$ cat config.mk
export PLATFORM = sky130hd
export DESIGN_NAME = unidade_es_parametrizada
export DESIGN_NICKNAME = d
export VERILOG_FILES = /design/src/rtl/es_pkg.sv /design/src/rtl/conversor_bcd_seq.sv /design/src/rtl/unidade_es_parametrizada.sv
export SDC_FILE = /design/constraint.sdc
export NUM_CORES = 1
export LEC_CHECK = 0
export CORE_ASPECT_RATIO = 0.6
export CORE_MARGIN = 3
export CORE_UTILIZATION = 30
export CTS_CLUSTER_DIAMETER = 200
export DETAILED_ROUTE_END_ITERATION = 10
export SYNTH_ARGS = -nofsm -noshare
export SYNTH_HDL_FRONTEND = slang
export SYNTH_SLANG_ARGS = --single-unit
$ cat constraint.sdc
create_clock -name clock -period 4.4 [get_ports clock]
set_clock_uncertainty 0.1 [all_clocks]
set_input_delay 0.88 -clock clock [delete_from_list [all_inputs] [get_ports clock]]
set_output_delay 0.88 -clock clock [all_outputs]
set_load 0.1 [all_outputs]
$ cat src/rtl/es_pkg.sv
// rtl/es_pkg.sv - shared state encodings and sizing helpers for the I/O unit
package es_pkg;

    typedef enum logic [1:0] {
        IN_IDLE         = 2'd0,
        IN_WAIT_PRESS   = 2'd1,
        IN_WAIT_RELEASE = 2'd2
    } in_state_e;

    typedef enum logic [1:0] {
        OUT_IDLE   = 2'd0,
        OUT_CONV   = 2'd1,
        OUT_COMMIT = 2'd2
    } out_state_e;

    // Decimal digits needed for a data_w-bit unsigned value: ceil(data_w*log10(2)).
    function automatic int bcd_w(input int data_w);
        return (data_w * 30103 + 99999) / 100000;
    endfunction

endpackage

$ cat src/rtl/conversor_bcd_seq.sv
// rtl/conversor_bcd_seq.sv - sequential double-dabble binary to BCD converter
module conversor_bcd_seq #(
    parameter int DATA_W = 32,
    parameter int BCD_W  = 10
) (
    input  logic                 clk_i,
    input  logic                 rst_ni,
    input  logic                 start_i,
    input  logic [DATA_W-1:0]    bin_i,
    output logic                 busy_o,
    output logic                 done_o,
    output logic [4*BCD_W-1:0]   bcd_o
);

    localparam int CNT_W = (DATA_W > 1) ? $clog2(DATA_W) : 1;

    logic [DATA_W-1:0]  bin_q, bin_d;
    logic [4*BCD_W-1:0] bcd_q, bcd_d, adj;
    logic [CNT_W-1:0]   cnt_q, cnt_d;
    logic               busy_q, busy_d;

    // done_o flags the final shift cycle; bcd_o holds the result from the next cycle on.
    always_comb begin
        for (int i = 0; i < BCD_W; i++) begin
            adj[4*i +: 4] = (bcd_q[4*i +: 4] >= 4'd5) ? bcd_q[4*i +: 4] + 4'd3 : bcd_q[4*i +: 4];
        end
        bin_d  = bin_q;
        bcd_d  = bcd_q;
        cnt_d  = cnt_q;
        busy_d = busy_q;
        done_o = busy_q && (cnt_q == CNT_W'(DATA_W - 1));
        if (start_i && !busy_q) begin
            bin_d  = bin_i;
            bcd_d  = '0;
            cnt_d  = '0;
            busy_d = 1'b1;
        end else if (busy_q) begin
            bcd_d = {adj[4*BCD_W-2:0], bin_q[DATA_W-1]};
            bin_d = bin_q << 1;
            cnt_d = cnt_q + CNT_W'(1);
            if (done_o) begin
                busy_d = 1'b0;
                cnt_d  = '0;
            end
        end
    end

    always_ff @(posedge clk_i or negedge rst_ni) begin
        if (!rst_ni) begin
            bin_q  <= '0;
            bcd_q  <= '0;
            cnt_q  <= '0;
            busy_q <= 1'b0;
        end else begin
            bin_q  <= bin_d;
            bcd_q  <= bcd_d;
            cnt_q  <= cnt_d;
            busy_q <= busy_d;
        end
    end

    assign busy_o = busy_q;
    assign bcd_o  = bcd_q;

endmodule

$ cat src/rtl/unidade_es_parametrizada.sv
// rtl/unidade_es_parametrizada.sv - handshaked switch input and BCD display output for the CPU
module unidade_es_parametrizada
    import es_pkg::*;
#(
    parameter int DATA_W       = 32,
    parameter int SW_W         = 9,
    parameter int DIGITS       = 3,
    parameter int DEBOUNCE_CYC = 50000
) (
    input  logic                  clock,
    input  logic                  reset,
    input  logic                  enter,
    input  logic [SW_W-1:0]       entradaSwitch,
    input  logic                  in_req,
    output logic                  in_valid,
    output logic [DATA_W-1:0]     in_data,
    input  logic                  out_req,
    input  logic [DATA_W-1:0]     out_data,
    output logic                  out_ready,
    output logic                  stall,
    output logic [4*DIGITS-1:0]   bcd_digits,
    output logic                  negativo,
    output logic                  overflow
);

    localparam int BCD_W = bcd_w(DATA_W);
    localparam int DB_W  = $clog2(DEBOUNCE_CYC);

    logic              enter_meta_q, enter_sync_q;
    logic [SW_W-1:0]   sw_meta_q, sw_sync_q;
    logic              db_level_q;
    logic [DB_W-1:0]   db_cnt_q;
    logic              db_hit, db_fall, db_rise;

    in_state_e         in_state_q, in_state_d;
    logic [DATA_W-1:0] in_data_q, in_data_d;
    logic              in_valid_q, in_valid_d;

    out_state_e        out_state_q, out_state_d;
    logic              sign_q, sign_d, zero_q, zero_d;
    logic [4*DIGITS-1:0] bcd_digits_q, bcd_digits_d;
    logic              negativo_q, negativo_d, overflow_q, overflow_d;
    logic [DATA_W-1:0] magnitude;
    logic              conv_start, conv_busy, conv_done, high_digits_nz;
    logic [4*BCD_W-1:0] conv_bcd;

    // The button idles high; the debounced level commits on the DEBOUNCE_CYC-th differing sample.
    assign db_hit  = (enter_sync_q != db_level_q) && (db_cnt_q == DB_W'(DEBOUNCE_CYC - 1));
    assign db_fall = db_hit & db_level_q;
    assign db_rise = db_hit & ~db_level_q;

    always_ff @(posedge clock or negedge reset) begin
        if (!reset) begin
            enter_meta_q <= 1'b1;
            enter_sync_q <= 1'b1;
            sw_meta_q    <= '0;
            sw_sync_q    <= '0;
            db_level_q   <= 1'b1;
            db_cnt_q     <= '0;
        end else begin
            enter_meta_q <= enter;
            enter_sync_q <= enter_meta_q;
            sw_meta_q    <= entradaSwitch;
            sw_sync_q    <= sw_meta_q;
            if (enter_sync_q == db_level_q) begin
                db_cnt_q <= '0;
            end else if (db_hit) begin
                db_level_q <= enter_sync_q;
                db_cnt_q   <= '0;
            end else begin
                db_cnt_q <= db_cnt_q + DB_W'(1);
            end
        end
    end

    // in_req is still high during the in_valid cycle; that stale request must not re-arm.
    always_comb begin
        in_state_d = in_state_q;
        in_data_d  = in_data_q;
        in_valid_d = 1'b0;
        case (in_state_q)
            IN_IDLE: begin
                if (in_req && !in_valid_q) in_state_d = IN_WAIT_PRESS;
            end
            IN_WAIT_PRESS: begin
                if (!in_req) begin
                    in_state_d = IN_IDLE;
                end else if (db_fall) begin
                    in_data_d  = DATA_W'($signed(sw_sync_q));
                    in_state_d = IN_WAIT_RELEASE;
                end
            end
            IN_WAIT_RELEASE: begin
                if (!in_req) begin
                    in_state_d = IN_IDLE;
                end else if (db_rise) begin
                    in_valid_d = 1'b1;
                    in_state_d = IN_IDLE;
                end
            end
            default: in_state_d = IN_IDLE;
        endcase
    end

    // An unsigned DATA_W-bit magnitude already represents |most negative| exactly.
    assign magnitude = out_data[DATA_W-1] ? (~out_data + DATA_W'(1)) : out_data;

    always_comb begin
        high_digits_nz = 1'b0;
        for (int i = DIGITS; i < BCD_W; i++) begin
            high_digits_nz = high_digits_nz | (conv_bcd[4*i +: 4] != 4'd0);
        end
    end

    always_comb begin
        out_state_d  = out_state_q;
        sign_d       = sign_q;
        zero_d       = zero_q;
        bcd_digits_d = bcd_digits_q;
        negativo_d   = negativo_q;
        overflow_d   = overflow_q;
        conv_start   = 1'b0;
        case (out_state_q)
            OUT_IDLE: begin
                if (out_req && !conv_busy) begin
                    conv_start  = 1'b1;
                    sign_d      = out_data[DATA_W-1];
                    zero_d      = (out_data == '0);
                    out_state_d = OUT_CONV;
                end
            end
            OUT_CONV: begin
                if (conv_done) out_state_d = OUT_COMMIT;
            end
            OUT_COMMIT: begin
                bcd_digits_d = conv_bcd[4*DIGITS-1:0];
                negativo_d   = sign_q & ~zero_q;
                overflow_d   = high_digits_nz;
                out_state_d  = OUT_IDLE;
            end
            default: out_state_d = OUT_IDLE;
        endcase
    end

    always_ff @(posedge clock or negedge reset) begin
        if (!reset) begin
            in_state_q   <= IN_IDLE;
            in_data_q    <= '0;
            in_valid_q   <= 1'b0;
            out_state_q  <= OUT_IDLE;
            sign_q       <= 1'b0;
            zero_q       <= 1'b0;
            bcd_digits_q <= '0;
            negativo_q   <= 1'b0;
            overflow_q   <= 1'b0;
        end else begin
            in_state_q   <= in_state_d;
            in_data_q    <= in_data_d;
            in_valid_q   <= in_valid_d;
            out_state_q  <= out_state_d;
            sign_q       <= sign_d;
            zero_q       <= zero_d;
            bcd_digits_q <= bcd_digits_d;
            negativo_q   <= negativo_d;
            overflow_q   <= overflow_d;
        end
    end

    conversor_bcd_seq #(
        .DATA_W (DATA_W),
        .BCD_W  (BCD_W)
    ) u_conversor (
        .clk_i   (clock),
        .rst_ni  (reset),
        .start_i (conv_start),
        .bin_i   (magnitude),
        .busy_o  (conv_busy),
        .done_o  (conv_done),
        .bcd_o   (conv_bcd)
    );

    assign in_valid   = in_valid_q;
    assign in_data    = in_data_q;
    assign out_ready  = (out_state_q == OUT_IDLE);
    assign stall      = (in_req & ~in_valid_q) | (out_req & ~out_ready);
    assign bcd_digits = bcd_digits_q;
    assign negativo   = negativo_q;
    assign overflow   = overflow_q;

endmodule
==> results of run 1 <==
[sequential cells by signal, summed over array words and instances (netlist names)]
| register | cells |
|---|---|
| u_conversor.bcd_o | 40 |
| u_conversor.bin_q | 32 |
| db_cnt_q | 16 |
| bcd_digits | 12 |
| in_data | 9 |
| sw_meta_q | 9 |
| sw_sync_q | 9 |
| u_conversor.cnt_q | 5 |
| in_state_q | 2 |
| out_state_q | 2 |
| db_level_q | 1 |
| enter_meta_q | 1 |
| enter_sync_q | 1 |
| in_valid | 1 |
| negativo | 1 |
| overflow | 1 |
| sign_q | 1 |
| u_conversor.busy_o | 1 |
| zero_q | 1 |
[through the flow]
step	area, sq um	std cells	power [mW]	hold slack [ps]
final	9331	1148	4.861	241.1
after detailed placement	8710	1116	3.370	235.5
after global placement	8710	1116	3.346	232.1
after floorplan	7589	748	2.957	231.2
after CTS	9331	1148	4.910	246.5
after global routing	9331	1148	5.178	254.7
[report_power, final]
part           internal [mW]  total (mW)  switching [mW]
combinational          0.586        1.48           0.894
sequential              1.60        1.87           0.276
clock                  0.823        1.51           0.685
[area by class of cell]
type | instances | area, sq um | share of cell area [%]
clock buffers | 17 | 425.4 | 4.559
clock inverters | 15 | 196.4 | 2.105
inverters | 25 | 93.84 | 1.006
multi-input cells | 522 | 3577 | 38.33
flip-flops and latches | 145 | 3636 | 38.96
well taps | 322 | 402.9 | 4.318
repair buffers | 102 | 999.7 | 10.71
[logic make-up after synthesis]
group | after synthesis | share of synthesized area, %
mux | 34 | 4.732
compound gates | 161 | 14.18
simple gates | 237 | 16.14
flops | 145 | 47.86
fa+ha+maj | 31 | 5.111
buf+inv | 81 | 5.161
xor+xnor | 59 | 6.810
[routing by layer]
metal	GRT usage, %	vias up
met4	3.462	4
met3	3.750	11
met1	19.98	2678
met5	0	-
met2	18.32	126
li1	-	2742
[placed cells by master, fill, tap and decap left out, types with 5 or more instances in the layout]
master,Yosys,layout
nor3b_1,23,22
clkbuf_16,0,17
dfrtp_1,142,141
mux2i_1,19,19
inv_8,0,6
nand2b_1,17,17
xor2_1,32,32
mux2_2,15,15
nand3_1,12,12
buf_4,23,9
nand2_1,84,84
a22o_1,32,32
nor2_1,47,46
o21ai_0,50,50
nor4b_1,5,5
clkdlybuf4s50_1,0,92
ha_1,31,31
o221ai_1,8,8
nor3_1,10,10
and3_1,6,6
a21oi_1,37,37
inv_1,25,25
xnor2_1,27,27
nor4_1,5,5
o31ai_1,12,12
[how the worst max path moves through the flow]
| stage | startpoint | endpoint | slack, ps |
|---|---|---|---|
| floorplan | in_req | stall | 350 |
| global placement | out_data[0] | u_conversor.bin_q[10] | 920 |
| detailed placement | out_data[0] | u_conversor.bin_q[10] | 890 |
| CTS | in_data[8] | in_data[10] | 920 |
| global route | in_data[8] | in_data[12] | 840 |
| finish | in_data[8] | in_data[10] | 990 |
==> qor.yml, run 1 <==
run_status:
  status: "completed"
placed_design:
  place_ws_ps: 887.9
  numPortBuffers: 94
  dp_hpwl_mm: 11.67
  place_congestion: 0.7748
yosys:
  syn_avg_cell_area_sq_um: 10.15
  synthArstFlopShare_pct: 100.0
  synth_top_area_share_pct: 46.83
  yosysSeqAreaShare_pct: 47.86
  syn-num-nets: 825
  synth.most_common_cell: "dfrtp_1"
  ys_ff_latch: 145
  yosys.area.top_type: "dfrtp_1"
  synth_edf_count: 0
  ys_top_cells_by_area: "dfrtp_1 47%, ha_1 5.1%, nand2_1 4.2%"
  netlist_top_cells_count: "142 x dfrtp_1, 84 x nand2_1, 50 x o21ai_0"
  netlist_instances: 748
  synthFlopType: "dfrtp_1"
  syn_area_sq_um: 7589
  yosysUniqueCellTypes: 56
  yosys_warnings: 0
timing:
  finalSetupViolCount: 0
  period_needed_ps: 3413
  period_share_pct: 77.56
  rsz0062_at_grt: "no"
  fin_setup_tns_ps: 0
  setup_ws_ps: 987.3
  maxSlewHeadroom_pct: 32.65
  slew_violations: 0
  worstMarginPinSlew_ps: 1007
  clock.fmax_mhz: 293.0
  hold_violations: 0
drt:
  firstDrtPassIters: 4
  topRoutingLayerUsed: "met5"
  ant_nets: 0
  routed-wl-met3_um: 898
  drc_errors: 0
  wl_mm: 17.45
  wl_per_cell_um: 15.20
  met1Wirelength_mm: 9.530
  drt_iter0_markers: 318
  via_per_inst: 4.844
  via_count: 5561
  wl_met2_mm: 6.882
worst_setup_path:
  end_kind: "output pin"
  path_delay_family: "buffers and inverters"
  crit_type: "reg -> out"
  cp_max_fo: 25
  arrival_ps: 2430
  regToRegSetupSlack_ps: 1800
  path_cells: "clkdlybuf4s50_1"
  reg2reg_depth: 5
  cp.required_ps: 3420
  crit-reg2reg-capture: "in_data[3]"
  crit_buf_inv: 1
  crit_slowest_cell: "clkdlybuf4s50_1"
  path_depth: 1
  r2r-start: "db_level_q"
  cp_slowest_stage_delay_ps: 1260
  crit_path_start_kind: "flip-flop"
cts:
  cts_htree_levels: 4
  clk_path_buf_depth: 2
  numClockSinks: 145
  clockRootBuffer: "clkbuf_16"
  post_cts_resized: 0
  numCtsBuffers: 17
  hold_buffers: 0
  cts_tree: "built"
  clkTransAtPathRegs_ps: 70
  insertion_delay_ps: 440
  cts_setup_buffers: 0
floorplanning:
  die-area_sq_um: 27300
  boundaryPins: 95
  die_w_um: 211.3
  rows: 44
  start_util_pct: 30.98
  die_h_um: 129.2
  core_sq_um: 24500
power:
  ir_drop_mv: 0.2757
  p_leak_nw: 3.952
  power_density_nw_per_um2: 520.9
finish:
  finalNetCount: 890
  area_growth_syn_to_layout_pct: 22.97
  fillers: 2400
  postLayoutCoreUtil_pct: 38.09
  drive_above_1_share_pct: 8.838
  diodes: 0
grt:
  grt_pass1_vias: 5352
  grt_max_degree: 84
  grtUsageTotal_pct: 13.20
  grt_antenna_before_repair: 2
  grt_overflow: 0
  grt_pass1_wl_mm: 28.78
worst_hold_path:
  hold_path_end: "sw_sync_q[6]"
  hold_path.startpoint: "sw_meta_q[6]"
  min_path_type: "reg -> reg"
  worstHoldPathCells: 0
flow_run:
  maxCapViolations: 0
No activity file was read; power rests on OpenSTA's default activity.
==> run 2, diff against run 1 <==
clock period = 2.95 ns   (was 4.4 ns; I/O delays follow)
==> qor.yml, run 2 (synthesized netlist as in run 1, its figures left out) <==
drt:
  drt_iter0_markers: 422  # was 318
  wl_per_cell_um: 15.02  # was 15.20 um
  ant_nets: 0  # unchanged
  via_per_inst: 4.808  # was 4.844
  drc_errors: 0  # unchanged
  firstDrtPassIters: 5  # was 4
  via_count: 5640  # was 5,561
  wl_mm: 17.62  # was 17.45 mm
finish:
  postLayoutCoreUtil_pct: 38.27  # was 38.09%
  final_area_sq_um: 9376  # was 9331 sq um
  finalNetCount: 916  # was 890
  most-common-layout-cells: "141 x dfrtp_1, 84 x nand2_1, 81 x buf_4"  # was 141 x dfrtp_1, 92 x clkdlybuf4s50_1, 84 x nand2_1
  multi_input_area_sq_um: 3572  # was 3577 sq um
  register_area_sq_um: 3636  # unchanged
  fillers: 2413  # was 2,400
  area_growth_syn_to_layout_pct: 23.56  # was 22.97%
  fin_cells: 1173  # was 1,148
  diodes: 0  # unchanged
  drive_above_1_share_pct: 16.92  # was 8.838%
  largest_reg_flops: 40  # unchanged
  final_common_cell: "dfrtp_1"  # unchanged
grt:
  grt_max_degree: 57  # was 84
  grt_busiest_layer: "met1"  # unchanged
  grtUsageMet1_pct: 21.52  # was 19.98%
  gr-usage-met3_pct: 3.218  # was 3.750%
  grtUsageMet2_pct: 17.40  # was 18.32%
  grt_pass1_vias: 5240  # was 5,352
  grtUsageTotal_pct: 13.39  # was 13.20%
  grt_antenna_before_repair: 0  # was 2
  grt_pass1_wl_mm: 28.87  # was 28.78 mm
  grt_overflow: 0  # unchanged
timing:
  fin_setup_tns_ps: 0  # unchanged
  maxSlewHeadroom_pct: 39.41  # was 32.65%
  period_needed_ps: 2669
  clock.fmax_mhz: 374.7
  slew_violations: 0  # unchanged
  period_share_pct: 90.46
  worstMarginPinSlew_ps: 908.9  # was 1007 ps
  setup_ws_ps: 281.5  # was 987.3 ps
  hold_violations: 0  # unchanged
  rsz0062_at_grt: "no"  # unchanged
  holdWs_ps: 26.50  # was 241.1 ps
  finalSetupViolCount: 0  # unchanged
cts:
  post_cts_resized: 0  # unchanged
  hold_buffers: 0  # unchanged
  cts_htree_levels: 4  # unchanged
  clk_path_buf_depth: 2  # unchanged
  insertion_delay_ps: 420  # was 440 ps
  numCtsBuffers: 17  # unchanged
  cts_tree: "built"  # unchanged
  cts_setup_buffers: 0  # unchanged
  numClockSinks: 145  # unchanged
  clockRootBuffer: "clkbuf_16"  # unchanged
  clkTransAtPathRegs_ps: 60  # was 70 ps
run_status:
  status: "completed"  # unchanged
power:
  total_power_mw: 7.137  # was 4.861 mW
  ir_drop_mv: 0.4216  # was 0.2757 mV
  p_leak_nw: 4.144  # was 3.952 nW
  power_density_nw_per_um2: 761.1  # was 520.9 nW/um^2
worst_setup_path:
  crit_buf_inv: 0  # was 1
  cp.required_ps: 3150  # was 3420 ps
  reg2reg_depth: 5  # unchanged
  r2r-start: "db_level_q"  # unchanged
  end_kind: "flip-flop"  # was output pin
  crit_type: "reg -> reg"  # was reg -> out
  crit-reg2reg-capture: "in_data[1]"  # was in_data[3]
  path_delay_family: "simple AND/OR/NAND/NOR gates"  # was buffers and inverters
  path_cells: "xor2_1, nor4b_1, nand3_2, nor3_4, mux2_2"  # was clkdlybuf4s50_1
  cp_slowest_stage_delay_ps: 590  # was 1260 ps
  crit_slowest_cell: "dfstp_2"  # was clkdlybuf4s50_1
  regToRegSetupSlack_ps: 280  # was 1800 ps
  arrival_ps: 2870  # was 2430 ps
  crit_path_start_kind: "flip-flop"  # unchanged
  cp_max_fo: 9  # was 25
floorplanning:
  rows: 44  # unchanged
  start_util_pct: 30.98  # unchanged
  die_h_um: 129.2  # unchanged
  die-area_sq_um: 27300  # unchanged
  core_sq_um: 24500  # unchanged
  boundaryPins: 95  # unchanged
  die_w_um: 211.3  # unchanged
worst_hold_path:
  min_path_type: "in -> async"  # was reg -> reg
placed_design:
  place_congestion: 0.7968  # was 0.7748
  placed_cells: 1142  # was 1,116
  dp_hpwl_mm: 12.24  # was 11.67 mm
  numPortBuffers: 94  # unchanged
  place_ws_ps: -28.44  # was 887.9 ps
  placed_area_sq_um: 8805  # was 8710 sq um
flow_run:
  maxCapViolations: 0  # unchanged
-- run 2: cell count changes in the layout (fill, tap and decap cells not counted), sizes merged --
| cell | delta |
|---|---|
| buf | +74 |
| bufinv | +1 |
| clkbuf | +4 |
| clkdlybuf4s50 | -48 |
| clkinv | -1 |
| clkinvlp | +2 |
| inv | -7 |
-- run 2: report_power, final --
group / total, mW / switching [mW] / internal (mW) / leakage [nW]
registers: 2.77 / 0.383 / 2.38 / 1.89
logic: 2.25 / 1.38 / 0.872 / 1.98
clock network: 2.12 / 0.840 / 1.28 / 0.275
total: 7.14 / 2.60 / 4.54 / 4.14
-- run 2: worst max-delay path by stage --
| stage | start | end | slack, ps | cells past startpoint |
|---|---|---|---|---|
| 6_report | db_level_q | in_data[1] | 280 | 5 |
| 2_1_floorplan | in_valid | stall | 10 | 1 |
| 5_1_grt | db_level_q | in_data[3] | 60 | 5 |
| 3_5_place_dp | out_data[23] | u_conversor.bin_q[30] | -30 | 6 |
| 3_3_place_gp | out_data[23] | u_conversor.bin_q[30] | 6 | 6 |
| 4_1_cts | db_level_q | in_data[1] | 300 | 5 |
-- run 2: final cells by class --
| cell class | count | share of cell area, % |
|---|---|---|
| Sequential cell | 145 | 38.78 |
| Multi-Input combinational cell | 522 | 38.10 |
| Clock buffer | 21 | 4.911 |
| Inverter | 25 | 1.001 |
| Tap cell | 322 | 4.297 |
| Timing Repair Buffer | 128 | 11.73 |
| Clock inverter | 10 | 1.188 |
-- run 2: routing by layer --
| metal | wire length, um | part of all wire (%) |
|---|---|---|
| met2 | 6617 | 38 |
| met5 | 0 | 0 |
| met1 | 9809 | 56 |
| met4 | 152 | 0.86 |
| met3 | 1043 | 5.9 |
